### src/rtl/uart_tx_frame.sv
// UART transmitter: one character per ready/valid handshake, internal baud divider,
// configurable data width, optional odd/even parity and one or two stop bits.
module uart_tx_frame #(
    parameter int CLKS_PER_BIT = 868,
    parameter int DATA_BITS    = 8,
    parameter int PARITY       = 0,
    parameter int STOP_BITS    = 1
) (
    input  logic                 clk,
    input  logic                 rst_n,
    input  logic                 tx_valid,
    input  logic [DATA_BITS-1:0] tx_data,
    output logic                 tx_ready,
    output logic                 tx_serial,
    output logic                 tx_busy,
    output logic                 tx_done
);

    // state    | meaning
    // S_IDLE   | line high, ready for a character
    // S_START  | start bit (line low)
    // S_DATA   | data bits, LSB first from the shift register
    // S_PARITY | parity bit of the latched character
    // S_STOP   | STOP_BITS stop periods (line high)

    localparam int BAUD_W = $clog2(CLKS_PER_BIT);
    localparam int BIT_W  = $clog2(DATA_BITS + 1);

    localparam logic [BAUD_W-1:0] BAUD_LAST = BAUD_W'(CLKS_PER_BIT - 1);
    localparam logic [BIT_W-1:0]  DATA_LAST = BIT_W'(DATA_BITS - 1);
    localparam logic [BIT_W-1:0]  STOP_LAST = BIT_W'(STOP_BITS - 1);

    typedef enum logic [2:0] {
        S_IDLE   = 3'd0,
        S_START  = 3'd1,
        S_DATA   = 3'd2,
        S_PARITY = 3'd3,
        S_STOP   = 3'd4
    } state_t;

    state_t               r_state;
    logic [BAUD_W-1:0]    r_baud;
    logic [BIT_W-1:0]     r_bit_cnt;
    logic [DATA_BITS-1:0] r_shift;
    logic                 r_par;
    logic                 r_serial;
    logic                 r_done;
    logic                 w_period_end;

    assign w_period_end = (r_baud == BAUD_LAST);

    always_ff @(posedge clk or negedge rst_n) begin
        if (!rst_n) begin
            r_state   <= S_IDLE;
            r_baud    <= '0;
            r_bit_cnt <= '0;
            r_shift   <= '0;
            r_par     <= 1'b0;
            r_serial  <= 1'b1;
            r_done    <= 1'b0;
        end else begin
            r_done <= 1'b0;
            if (r_state != S_IDLE) begin
                r_baud <= w_period_end ? '0 : r_baud + 1'b1;
            end
            case (r_state)
                S_IDLE: begin
                    r_serial  <= 1'b1;
                    r_baud    <= '0;
                    r_bit_cnt <= '0;
                    if (tx_valid) begin
                        r_shift  <= tx_data;
                        // Same value as computing it from the latched copy later.
                        r_par    <= (PARITY == 1) ? ~(^tx_data) : (^tx_data);
                        r_serial <= 1'b0;
                        r_state  <= S_START;
                    end
                end
                S_START: begin
                    if (w_period_end) begin
                        r_serial  <= r_shift[0];
                        r_bit_cnt <= '0;
                        r_state   <= S_DATA;
                    end
                end
                S_DATA: begin
                    if (w_period_end) begin
                        if (r_bit_cnt == DATA_LAST) begin
                            r_bit_cnt <= '0;
                            if (PARITY != 0) begin
                                r_serial <= r_par;
                                r_state  <= S_PARITY;
                            end else begin
                                r_serial <= 1'b1;
                                r_state  <= S_STOP;
                            end
                        end else begin
                            r_shift   <= r_shift >> 1;
                            r_serial  <= r_shift[1];
                            r_bit_cnt <= r_bit_cnt + 1'b1;
                        end
                    end
                end
                S_PARITY: begin
                    if (w_period_end) begin
                        r_serial  <= 1'b1;
                        r_bit_cnt <= '0;
                        r_state   <= S_STOP;
                    end
                end
                S_STOP: begin
                    if (w_period_end) begin
                        if (r_bit_cnt == STOP_LAST) begin
                            r_bit_cnt <= '0;
                            r_done    <= 1'b1;
                            r_state   <= S_IDLE;
                        end else begin
                            r_bit_cnt <= r_bit_cnt + 1'b1;
                        end
                    end
                end
                default: begin
                    r_serial <= 1'b1;
                    r_state  <= S_IDLE;
                end
            endcase
        end
    end

    assign tx_serial = r_serial;
    assign tx_done   = r_done;
    assign tx_busy   = (r_state != S_IDLE);
    assign tx_ready  = (r_state == S_IDLE);

endmodule

### config.mk
export PLATFORM = sky130hd
export DESIGN_NAME = uart_tx_frame
export DESIGN_NICKNAME = d
export VERILOG_FILES = /design/src/rtl/uart_tx_frame.sv
export SDC_FILE = /design/constraint.sdc
export NUM_CORES = 1
export LEC_CHECK = 0
export CORE_AREA = 2 2 45 89
export CTS_CLUSTER_SIZE = 8
export DETAILED_ROUTE_END_ITERATION = 10
export DIE_AREA = 0 0 47 91
export GPL_ROUTABILITY_DRIVEN = 0
export GPL_TIMING_DRIVEN = 0
export PLACE_DENSITY = 0.67
export SETUP_SLACK_MARGIN = 0.1
export SYNTH_ARGS = -nofsm -noshare
export SYNTH_HDL_FRONTEND = slang
export SYNTH_SLANG_ARGS = --single-unit
### constraint.sdc
create_clock -name clk -period 1.9 [get_ports clk]
set_input_delay 0.285 -clock clk [delete_from_list [all_inputs] [get_ports clk]]
set_output_delay 0.285 -clock clk [all_outputs]
set_load 0.02 [all_outputs]
==> Word-level counts from Yosys, hierarchy flattened <==
Index checks and enable logic that the tools add are counted.
{ "totals": {"regBits": 27, "out_inout_bits": 4, "wordCells": 65} }
{ "classes": {"n_eq_ne": 15, "n_mux": 30, "bitwise": 1, "addsub": 2, "reduce_logical": 11} }
{ "op_table": {"columns": ["op", "count"], "rows": [
  ["2-to-1 mux 10 bit", 3],
  ["2-to-1 mux 8 bit", 3],
  ["2-to-1 mux 3 bit", 7],
  ["2-to-1 mux 4 bit", 5],
  ["!= test 2 bit (second input constant)", 8],
  ["one-hot mux 4 bit (4 select lines)", 1],
  ["one-hot mux 8 bit (2 select lines)", 1],
  ["one-hot mux 3 bit (5 select lines)", 1],
  ["AND reduction 4 bit", 3],
  ["adder 10 x 1 -> 10 bit (second input constant)", 1],
  ["== test 10 bit (second input constant)", 1],
  ["2-to-1 mux 1 bit", 8],
  ["AND reduction 7 bit", 1],
  ["== test 3 x 2 -> 1 bit (second input constant)", 2],
  ["one-hot mux 1 bit (5 select lines)", 1],
  ["adder 4 x 1 -> 4 bit (second input constant)", 1],
  ["== test 4 x 3 -> 1 bit (second input constant)", 1],
  ["zero test 4 bit", 1],
  ["nonzero test 2 bit", 2],
  ["nonzero test 4 bit", 1],
  ["== test 3 x 1 -> 1 bit (second input constant)", 1],
  ["== test 3 bit (second input constant)", 1],
  ["zero test 3 bit", 1],
  ["nonzero test 3 bit", 1],
  ["other kinds (3)", 3]
]} }

==> Logic depth before layout (Yosys ltp) <==
Gate-level depths: netlist (run 1).
{ "logic_depth": {"word_depth": 4, "depth_mapped": 7} }

==> Worst setup path after synthesis (run 1) <==
No wires, ideal clock.
{ "synth_timing": {"path_type": "flip-flop to flip-flop", "from": "reg r_state[1]", "to": "reg r_baud[2]", "period_less_slack_ps": 1791, "n_path_buf": 1, "setup_slack_ps": 109, "t_arrival_ps": 1666, "stages_incl_launch_ff": 7, "path_cell_list": "dfrtp_1 > clkbuf_1 > or2_1 > nor2_1 > inv_1 > nand2_1 > nor2_1"} }
{ "synth_between": {"elab_chain_cells": 2} }
{ "synth_rtl": {"columns": ["element", "line", "rtl"], "rows": [
  ["from (decl)", "41", "state_t r_state;"],
  ["from (signal assigned)", "54", "r_state <= S_IDLE;"],
  ["from (signal assigned)", "76", "r_state <= S_START;"],
  ["from (signal assigned)", "83", "r_state <= S_DATA;"],
  ["zero test 3 bit (*)", null, null],
  ["via tx_ready", "13", "output logic tx_ready,"],
  ["2-to-1 mux 10 bit or nonzero test 2 bit (tied branches)", null, null],
  ["to (signal assigned)", "64", "r_baud <= w_period_end ? '0 : r_baud + 1'b1;"],
  ["to (decl)", "42", "logic [BAUD_W-1:0] r_baud;"]
]} }
The timed path passes the listed nets; every way through them passes the cells marked *.
A chain may end at the register's enable or synchronous reset.

==> Worst setup path in the final report (run 1) <==
{ "layout_timing": {"from": "reg r_state[1]", "to": "out tx_busy"} }
{ "layout_between": {"elab_chain_cells": 1} }
{ "layout_rtl": {"columns": ["element", "line", "rtl"], "rows": [
  ["nonzero test 3 bit", "132", "assign tx_busy = (r_state != S_IDLE);"],
  ["to (decl)", "15", "output logic tx_busy,"]
]} }
No other way between the ends.

==> impl_results.md, run 1 <==
- Status: finished, final reports clean
- Worst vdd ir: 0.4928 mV
- Multiplexer share of the synthesized area: 5.560%
- Max Freq: 572.6 MHz
- Area share of fa/ha/maj cells after synthesis: 3.388%
- Crit path capture type: primary output
- Final setup vio count: 0
- Main combinational cell family by area after synthesis: simple AND/OR/NAND/NOR gates
- Area share of and/or/nand/nor cells after synthesis: 20.07%
- Synth warn: 0
- Critical path class: flip-flop to primary output
- Commonest cells in the netlist: dfrtp_1 (26), a21oi_1 (21), nor2_1 (18), nand2_1 (9), nand3_1 (9)
- Antenna-violating nets left: 0
- Placed cell count: 214
- Fillers: 343
- DIE AREA: 4277 µm²
- Seq. cell area: 676.9 µm²
- Num CTS Buffers: 3
- Filler-free cell count of the finished design: 225
- Seq/Total Area, Yosys: 47.00%
- Initial cell density of the core: 40.36%
- Overflow after GRT: 0
- Largest cells by area after synthesis: dfrtp_1 (45%), a21oi_1 (7.3%), mux2i_1 (5.6%)
- Largest buffer count on any clock path: 2
- Flops & latches, synth: 27
- Root buffer selected by CTS: clkbuf_8
- Fin. max-slew vios: 0
- Io pins: 15
- Post-Synth XOR/XNOR Area: 4.865%
- Minimum period implied by the final worst setup slack: 1.746 ns
- Antenna violations before repair: 0
- Setup WS post-layout: 0.1536 ns
- Syn nets: 165
- Clock Skew: 0.009512 ns
- TritonCTS clock tree: yes
- Largest net degree at the start of global routing: 28
- Synth area leader: dfrtp_1
- Multi-input logic area: 772.0 µm²
- Most frequent cell after synthesis: dfrtp_1
- Ys flop type: dfrtp_1
- Via count: 1,210
- Total wire length: 3257 µm
- CTS clk-pin slew, worst paths: 0.09 ns
- H-Tree Depth: 1
- Unrepaired setup endpoints after global routing: true
- Number of global-route vias before repair: 1,243
- Via/cell ratio: 5.378
- Clock Latency Late Sink: 0.27 ns
- Post-synth ARST share: 100.0%
- Startpoint types: flip-flop
- Number of flops mapped to enable cells by yosys: 0
- CP max FO: 9
- FP Rows: 31
- Critical path arrival: 1.46 ns
- # hold bufs at CTS: 0
- Cells on worst reg2reg path: 6
- Post-placement setup slack: -0.1834 ns
- P per Cell Area: 846.3 nW/µm²
- Routed wire per std cell: 14.48 µm
- TritonRoute pass-1 iters: 4
- I/O Buffers: 14
- Worst-Margin Slew: 0.6276 ns
- First-pass GRT wire length: 5333 µm
- All-Layer GR Usage: 16.85%
- Drt drc: 0
- Tightest Hold Check Type: primary input to async pin
- Mapped Area: 1440 µm²
- Number of DRC violations after detailed-routing iteration 0: 19
- Clock tree sinks: 27
- Fin nets: 191
- Post-Syn Instances: 151
- Core box area: 3568 µm²
- P_leak: 0.7775 nW
- Share of layout cells above drive strength 1: 18.75%
- Die width: 47 µm
- Slew margin rel.: 58.16%
- CP Data Required Time: 1.62 ns
- Crit share post-route: 91.91%
- Library cells used by synthesis: 38
- Setup TNS: 0 ns
- Synth Area in Compound Gates: 15.38%
- Detailed Place HPWL: 2370 µm
- Yosys top cell area share: 45.18%
- Die height: 91 µm
- P&R area growth vs syn: 24.50%
- Mapped Avg Cell Area: 9.537 µm²
- Max-Cap Viols: 0
- Antenna cells: 0
- Fin. Hold Viols: 0
[worst paths after layout]
| check | from | endpoint | slack [ns] |
|---|---|---|---|
| max in group asynchronous | rst_n | r_baud[8] | 1.49 |
| worst max register to register | r_state[0] | r_bit_cnt[3] | 0.16 |
| worst max-delay path | r_state[1] | tx_busy | 0.15 |
| worst min register to register | r_bit_cnt[3] | r_bit_cnt[3] | 0.53 |
| min in group clk | r_bit_cnt[3] | r_bit_cnt[3] | 0.53 |
| worst min-delay path | rst_n | r_shift[7] | 0.01 |
[registers in the layout, summed over array words and instances, names as in the netlist]
name,count
r_baud,10
r_shift,8
r_bit_cnt,4
r_state,3
tx_done,1
tx_serial,1
[report_power, final]
group / switching [mW] / internal, mW / total [mW]
registers: 0.0965 / 0.697 / 0.794
logic: 0.199 / 0.197 / 0.396
clock network: 0.177 / 0.150 / 0.328
[critical path: stages, from the launching register on]
cell and delay (ns):
dfrtp_1 0.37, clkbuf_4 0.17, or2_4 0.27, nor2_4 0.14, inv_1 0.08, buf_2 0.16
[cell families (layout without fill, tap and decap cells)]
group                    count (synthesis)  in the layout
XOR/XNOR                                 8              8
flip-flops                              27             27
AND/OR/NAND/NOR                         53             53
multiplexers                             8              8
buffers and inverters                   14             39
AO/OA/AOI/OAI                           37             37
adder cells (fa/ha/maj)                  4              4
[timing repair]
| action | 4_1_cts | 5_1_grt |
|---|---|---|
| pin swaps | 2 | 5 |
| gates resized for setup | 18 | 9 |
| buffers inserted | 4 | 3 |
| endpoints found under the setup margin | 24 | 18 |
| hold endpoints to repair | 0 | 0 |
[layout by cell type (no fill, tap or decap), types with 2 or more instances in the layout]
master           count
o32ai_1              2
a21oi_1             21
buf_2                5
clkdlybuf4s50_1     11
o21ai_0              2
nand2b_1             2
nand3_1              8
and3_1               4
clkbuf_8             3
dfrtp_1             26
ha_1                 2
xor2_1               6
nor2_1              16
nand2_1              8
clkbuf_1             4
inv_1                7
buf_4                7
mux2i_1              8
o21ai_1              3
xnor2_1              2
[area by class of cell]
type	instances	share of cell area [%]
plain buffers	7	1.884
clock buffers	4	2.512
inverters	7	1.465
multi-input cells	110	43.06
flip-flops and latches	27	37.75
well taps	49	3.419
repair buffers	21	9.909
[layer usage]
layer / GRT usage [%] / vias up / routed length (µm)
met1: 17.26 / 605 / 1180
met5: 0 / - / 0
li1: - / 580 / -
met3: 1.988 / 2 / 79
met4: 6.713 / 0 / 33
met2: 31.28 / 23 / 1964
[stage by stage]
| step | area [µm²] | utilization [%] | total power [mW] | hold WS (ns) |
|---|---|---|---|---|
| finish | 1793 | 50.25 | 1.517 | 0.01246 |
| CTS | 1748 | 48.98 | 1.513 | 0.5286 |
| detailed placement | 1642 | 46.00 | 1.143 | 0.4898 |
| global route | 1793 | 50.25 | 1.606 | 0.06749 |
| floorplan | 1440 | - | 1.005 | -0.01059 |
| global placement | 1642 | 46.00 | 1.116 | 0.4813 |
No activity file was read; power rests on OpenSTA's default activity.
==> inputs of run 2 (changes only) <==
- ABC_CLOCK_PERIOD_IN_PS: not set -> 1900
- GPL_TIMING_DRIVEN: 0 -> not set
==> run 2 against run 1 <==
  * Fmax up 0.85%
  * Non-clock buffer count up 1
  * Cell count up 0.44%
  * Critical path type is now flip-flop to flip-flop
  * Largest cell class unchanged
==> impl_results.md, run 2 (synthesis gave the netlist of run 1 again) <==
- Status: finished, final reports clean
- Share of layout cells above drive strength 1: 18.08% (-0.67 points)
- DIE AREA: 4277 µm² (unchanged)
- H-Tree Depth: 1 (unchanged)
- Antenna violations before repair: 0 (unchanged)
- Clock Skew: 0.004511 ns (-0.005002 ns)
- P&R area growth vs syn: 25.80%
- Num CTS Buffers: 3 (unchanged)
- Io pins: 15 (unchanged)
- Worst path depth: 6 (+1)
- Minimum period implied by the final worst setup slack: 1.732 ns (-0.01475 ns)
- Largest buffer count on any clock path: 2 (unchanged)
- Slew margin rel.: 77.08% (+19 points)
- Slowest stage delay, CP: 0.38 ns (about the same)
- Fin. max-slew vios: 0 (unchanged)
- Crit path capture type: flip-flop
- Total wire length: 3202 µm (-1.7%)
- Core box area: 3568 µm² (unchanged)
- Top Family by Delay on Critical Path: adder cells
- Fin. Hold Viols: 0 (unchanged)
- TritonRoute pass-1 iters: 4 (unchanged)
- Die width: 47 µm (unchanged)
- Overflow after GRT: 0 (unchanged)
- P_leak: 0.8040 nW (+3.4%)
- Detailed Place HPWL: 2312 µm (-2.5%)
- Max reg flops: 10 (unchanged)
- Tightest Hold Check Type: primary input to async pin
- CP cell instances: ha_2 -> and4b_1 -> nand4_4 -> maj3_2 -> nand2b_4 -> o31ai_2
- Initial cell density of the core: 40.36% (unchanged)
- Gr busiest metal: met2
- First-pass GRT wire length: 5244 µm (-1.7%)
- Final Instance Area: 1812 µm² (+1.0%)
- Critical path class: flip-flop to flip-flop
- CP Data Required Time: 2.09 ns (+0.47 ns)
- Number of DRC violations after detailed-routing iteration 0: 17 (-2)
- Fin nets: 192 (+0.52%)
- Startpoint types: flip-flop
- Final setup vio count: 0 (unchanged)
- Post-DP Area: 1697 µm² (+3.4%)
- Unrepaired setup endpoints after global routing: true
- Worst vdd ir: 0.7027 mV (+43%)
- Cells on worst reg2reg path: 6 (unchanged)
- Clock tree sinks: 27 (unchanged)
- Met1 Track Usage GR: 16.62% (-0.64 points)
- TritonCTS clock tree: yes
- Largest Register: r_baud
- Via/cell ratio: 5.323 (-1.0%)
- Via count: 1,203 (-0.58%)
- FP Rows: 31 (unchanged)
- Largest regs: r_baud (10), r_shift (8), r_bit_cnt (4)
- Drt drc: 0 (unchanged)
- Largest net degree at the start of global routing: 28 (unchanged)
- Max-Cap Viols: 0 (unchanged)
- Crit share post-route: 91.14% (-0.78 points)
- Most frequent cells in the layout: dfrtp_1 (26), a21oi_1 (21), nor2_1 (17), buf_4 (15), clkdlybuf4s50_1 (12)
- Worst-Margin Slew: 0.3438 ns (-0.2838 ns)
- Root buffer selected by CTS: clkbuf_8
- Number of global-route vias before repair: 1,256 (+1.0%)
- Setup TNS: 0 ns (unchanged)
- Grt met2 use: 30.48% (-0.80 points)
- Clock Latency Late Sink: 0.27 ns (about the same)
- Slowest CP cell: dfrtp_1
- CP bufs+invs: 0 (-3)
- Critical path arrival: 1.92 ns (+0.46 ns)
- M3 GR Usage: 2.783% (+0.80 points)
- Max Freq: 577.5 MHz (+0.85%)
- Commonest non-fill, non-tap cell in the layout: dfrtp_1
- P per Cell Area: 827.9 nW/µm² (-2.2%)
- I/O Buffers: 14 (unchanged)
- CTS clk-pin slew, worst paths: 0.09 ns (about the same)
- Antenna-violating nets left: 0 (unchanged)
- CP max FO: 5 (-4)
- Routed wire per std cell: 14.17 µm (-2.1%)
- Antenna cells: 0 (unchanged)
- All-Layer GR Usage: 16.82% (-0.038 points)
- Die height: 91 µm (unchanged)
run 2: metal layers:
metal | share of wire (%) | vias up
met5 | 0 | -
li1 | - | 587
met1 | 37 | 581
met2 | 58 | 28
met4 | 2.7 | 0
met3 | 2.6 | 7
run 2: power by group:
group / internal, mW / switching [mW] / total [mW]
registers: 0.697 / 0.0891 / 0.786
logic: 0.197 / 0.193 / 0.390
clock network: 0.150 / 0.174 / 0.324
run 2: final cells by class:
| class | instances | area, µm² |
|---|---|---|
| Fill cell | 358 | 1757 |
| Timing Repair Buffer | 29 | 251.5 |
| Inverter | 7 | 26.28 |
| Sequential cell | 27 | 676.9 |
| Tap cell | 49 | 61.31 |
| Multi-Input combinational cell | 110 | 750.7 |
| Clock buffer | 4 | 45.04 |
run 2: final timing paths:
| path | endpoint | slack (ns) | startpoint |
|---|---|---|---|
| min | r_baud[1] | 0.38 | rst_n |
| max reg2reg | r_bit_cnt[3] | 0.17 | r_baud[1] |
| max | r_bit_cnt[3] | 0.17 | r_baud[1] |
| max in group asynchronous | tx_serial | 1.22 | rst_n |
| min reg2reg | r_bit_cnt[0] | 0.52 | r_bit_cnt[0] |
| min in group clk | r_bit_cnt[0] | 0.52 | r_bit_cnt[0] |
run 2: worst reg2reg max path: cells and delay by family (launching register included):
kind / cells / cell delay [ns]
compound gates: 1 / 0.17
simple gates: 3 / 0.53
flops: 1 / 0.38
fa+ha+maj: 2 / 0.57
run 2: repair_timing:
item	CTS	global route
resized for setup	4	9
cloned	0	0
pin swaps	0	4
setup endpoints to repair	4	5
hold buffers	0	0
buffers inserted	1	3
run 2: per-stage QoR:
| stage | power, mW | cells | hold slack, ns | setup slack [ns] | util [%] |
|---|---|---|---|---|---|
| after detailed placement | 1.159 | 218 | 0.5142 | 0.08620 | 47.55 |
| after CTS | 1.496 | 223 | 0.3898 | 0.1000 | 49.19 |
| after floorplan | 1.005 | 151 | -0.01059 | 0.1094 | - |
| after global routing | 1.599 | 226 | 0.4170 | 0.04777 | 50.77 |
| after global placement | 1.142 | 218 | 0.4724 | 0.1257 | 47.55 |
| final | 1.500 | 226 | 0.3782 | 0.1684 | 50.77 |
==> inputs of run 3 (changes only) <==
- ABC_CLOCK_PERIOD_IN_PS: 1900 -> 1650
- HOLD_SLACK_MARGIN: not set -> 0.1
- clock period: 1.9 -> 1.65 ns (I/O delays scaled with it)
==> run 3 against run 2 <==
  * The run now ends with setup timing left
  * Wire length grew 12%
  * Critical path depth unchanged
  * Sequential share of layout area shrank 4.1 points
  * Via count rose by 4.7%
  * Design area increased by 12%
  * Sequential power is 15% higher
  * Fmax is 0.43% higher
  * Non-clock buffer count increased by 9
  * Combinational power increased by 41%
  * Cell count up 4.0%
  * Highest routed layer unchanged
  * Global-route usage increased by 1.6 points
==> impl_results.md, run 3 (synthesis gave the netlist of run 1 again) <==
- R2R setup slack: -0.07 ns (-0.24 ns)
- Max Freq: 580.0 MHz (+0.43%)
- Number of global-route vias before repair: 1,299 (+3.4%)
- Worst-Margin Slew: 0.3569 ns (+0.01315 ns)
- Tightest Hold Check Type: primary input to async pin
- Root buffer selected by CTS: clkbuf_8
- H-Tree Depth: 1 (unchanged)
- All-Layer GR Usage: 18.40% (+1.6 points)
- # hold bufs at CTS: 0 (unchanged)
- Total wire length: 3599 µm (+12%)
- Detailed Place HPWL: 2550 µm (+10%)
- Core box area: 3568 µm² (unchanged)
- Crit share post-route: 104.5% (+13 points)
- Fillers: 326 (-8.9%)
- Max reg flops: 10 (unchanged)
- Unrepaired setup endpoints after global routing: true
- DIE AREA: 4277 µm² (unchanged)
- Placed cell count: 225 (+3.2%)
- Seq. cell area: 676.9 µm² (unchanged)
- Slew margin rel.: 76.20% (-0.88 points)
- Io pins: 15 (unchanged)
- Share of layout cells above drive strength 1: 37.63% (+20 points)
- Largest Register: r_baud
- CTS clk-pin slew, worst paths: 0.09 ns (about the same)
- Initial cell density of the core: 40.36% (unchanged)
- Largest net degree at the start of global routing: 28 (unchanged)
- Critical path arrival: 1.88 ns (-0.04 ns)
- Drt drc: 0 (unchanged)
- Minimum period implied by the final worst setup slack: 1.724 ns (-0.007415 ns)
- Slowest stage delay, CP: 0.41 ns (+0.03 ns)
- Crit path capture type: flip-flop
- Routed wire per std cell: 15.31 µm (+8.1%)
- Fin nets: 201 (+4.7%)
- Reg-to-Reg End: r_bit_cnt[3]
- Clock Latency Late Sink: 0.27 ns (about the same)
- Worst setup path endpoint: r_bit_cnt[3]
- Largest regs: r_baud (10), r_shift (8), r_bit_cnt (4)
- Number of DRC violations after detailed-routing iteration 0: 15 (-2)
- Fin. max-slew vios: 0 (unchanged)
- Via count: 1,259 (+4.7%)
- Final core utilization: 57.01% (+6.2 points)
- Final Instance Area: 2034 µm² (+12%)
- Reg2Reg Launch Point: r_baud[1]
- Clock Skew: 0.005100 ns (+0.0005895 ns)
- Antenna violations before repair: 0 (unchanged)
- FP Rows: 31 (unchanged)
- Setup WS post-layout: -0.07420 ns (-0.2426 ns)
- Origin of the worst setup path: r_baud[1]
- Max-Cap Viols: 0 (unchanged)
- P per Cell Area: 898.4 nW/µm² (+8.5%)
- Overflow after GRT: 0 (unchanged)
- Die height: 91 µm (unchanged)
- Die width: 47 µm (unchanged)
- Startpoint types: flip-flop
- P&R area growth vs syn: 41.27%
- Clock tree sinks: 27 (unchanged)
- CP max FO: 5 (unchanged)
- Hold slack final: 0.3504 ns (-0.02774 ns)
- I/O Buffers: 14 (unchanged)
- Failing checks: setup timing
- Cells on worst reg2reg path: 6 (unchanged)
- CP Data Required Time: 1.80 ns (-0.29 ns)
- Via/cell ratio: 5.357 (+0.65%)
- Slowest CP cell: dfrtp_1
- TritonRoute pass-1 iters: 4 (unchanged)
- P_leak: 0.8618 nW (+7.2%)
- Multi-input logic area: 899.6 µm² (+20%)
- Antenna-violating nets left: 0 (unchanged)
- Fin. Hold Viols: 0 (unchanged)
- CP cell instances: ha_4 -> and4b_1 -> nand4_4 -> maj3_2 -> o21ai_1 -> o31ai_4
- Post-DP Area: 1808 µm² (+6.6%)
- Filler-free cell count of the finished design: 235 (+4.0%)
- Antenna cells: 0 (unchanged)
- First-pass GRT wire length: 5761 µm (+9.9%)
- TritonCTS clock tree: yes
- Final setup vio count: 2 (+2)
- Setup TNS: -0.1343 ns (-0.1343 ns)
- Largest buffer count on any clock path: 2 (unchanged)
- Critical path class: flip-flop to flip-flop
- Status: finished, violations left
- Worst vdd ir: 0.7405 mV (+5.4%)
- Commonest non-fill, non-tap cell in the layout: dfrtp_1
- Num CTS Buffers: 3 (unchanged)
- Most frequent cells in the layout: dfrtp_1 (26), buf_4 (23), nor2_1 (16), a21oi_1 (12), clkdlybuf4s50_1 (11)
[run 3: power by group]
group          internal, mW  switching (mW)
clock                 0.173           0.204
sequential            0.803          0.0998
combinational         0.287           0.261
[run 3: timing repair]
action                     CTS  global route
gates resized for setup     28            17
buffers inserted             4             2
setup endpoints to repair   19            25
pin swaps                    3             3
[run 3: final cells by class]
| type | count | share of cell area [%] |
|---|---|---|
| inverters | 7 | 1.292 |
| multi-input cells | 110 | 44.22 |
| repair buffers | 38 | 15.99 |
| well taps | 49 | 3.014 |
| clock buffers | 4 | 2.214 |
| flip-flops and latches | 27 | 33.27 |
[run 3: how the worst min path moves through the flow]
stage                 endpoint       start
finish               r_baud[4]       rst_n
global route         r_baud[4]       rst_n
CTS                  r_baud[3]       rst_n
detailed placement  r_shift[3]  r_shift[3]
global placement    r_shift[2]  r_shift[2]
floorplan            r_baud[0]       rst_n
[run 3: per-layer routing]
metal / part of all wire, % / up-vias / wire (µm) / GRT usage, %
met1: 36 / 628 / 1282 / 19.33
met4: 3.0 / 0 / 109 / 7.407
met5: 0 / - / 0 / 0
li1: - / 595 / - / -
met3: 2.2 / 8 / 78 / 1.392
met2: 59 / 28 / 2128 / 34.13
[run 3: stage by stage]
| stage | total power, mW | setup WS, ns |
|---|---|---|
| after detailed placement | 1.417 | -0.1099 |
| after floorplan | 1.210 | 0.01221 |
| after global placement | 1.395 | 0.02265 |
| after global routing | 1.950 | -0.1411 |
| after CTS | 1.816 | -0.04107 |
| final | 1.828 | -0.07420 |
[run 3: worst max-delay path, delay by kind of cell, from the launching register on]
kind	cells	cell delay, ns
adder cells (fa/ha/maj)	2	0.53
flip-flops	1	0.41
AO/OA/AOI/OAI	2	0.34
AND/OR/NAND/NOR	2	0.33
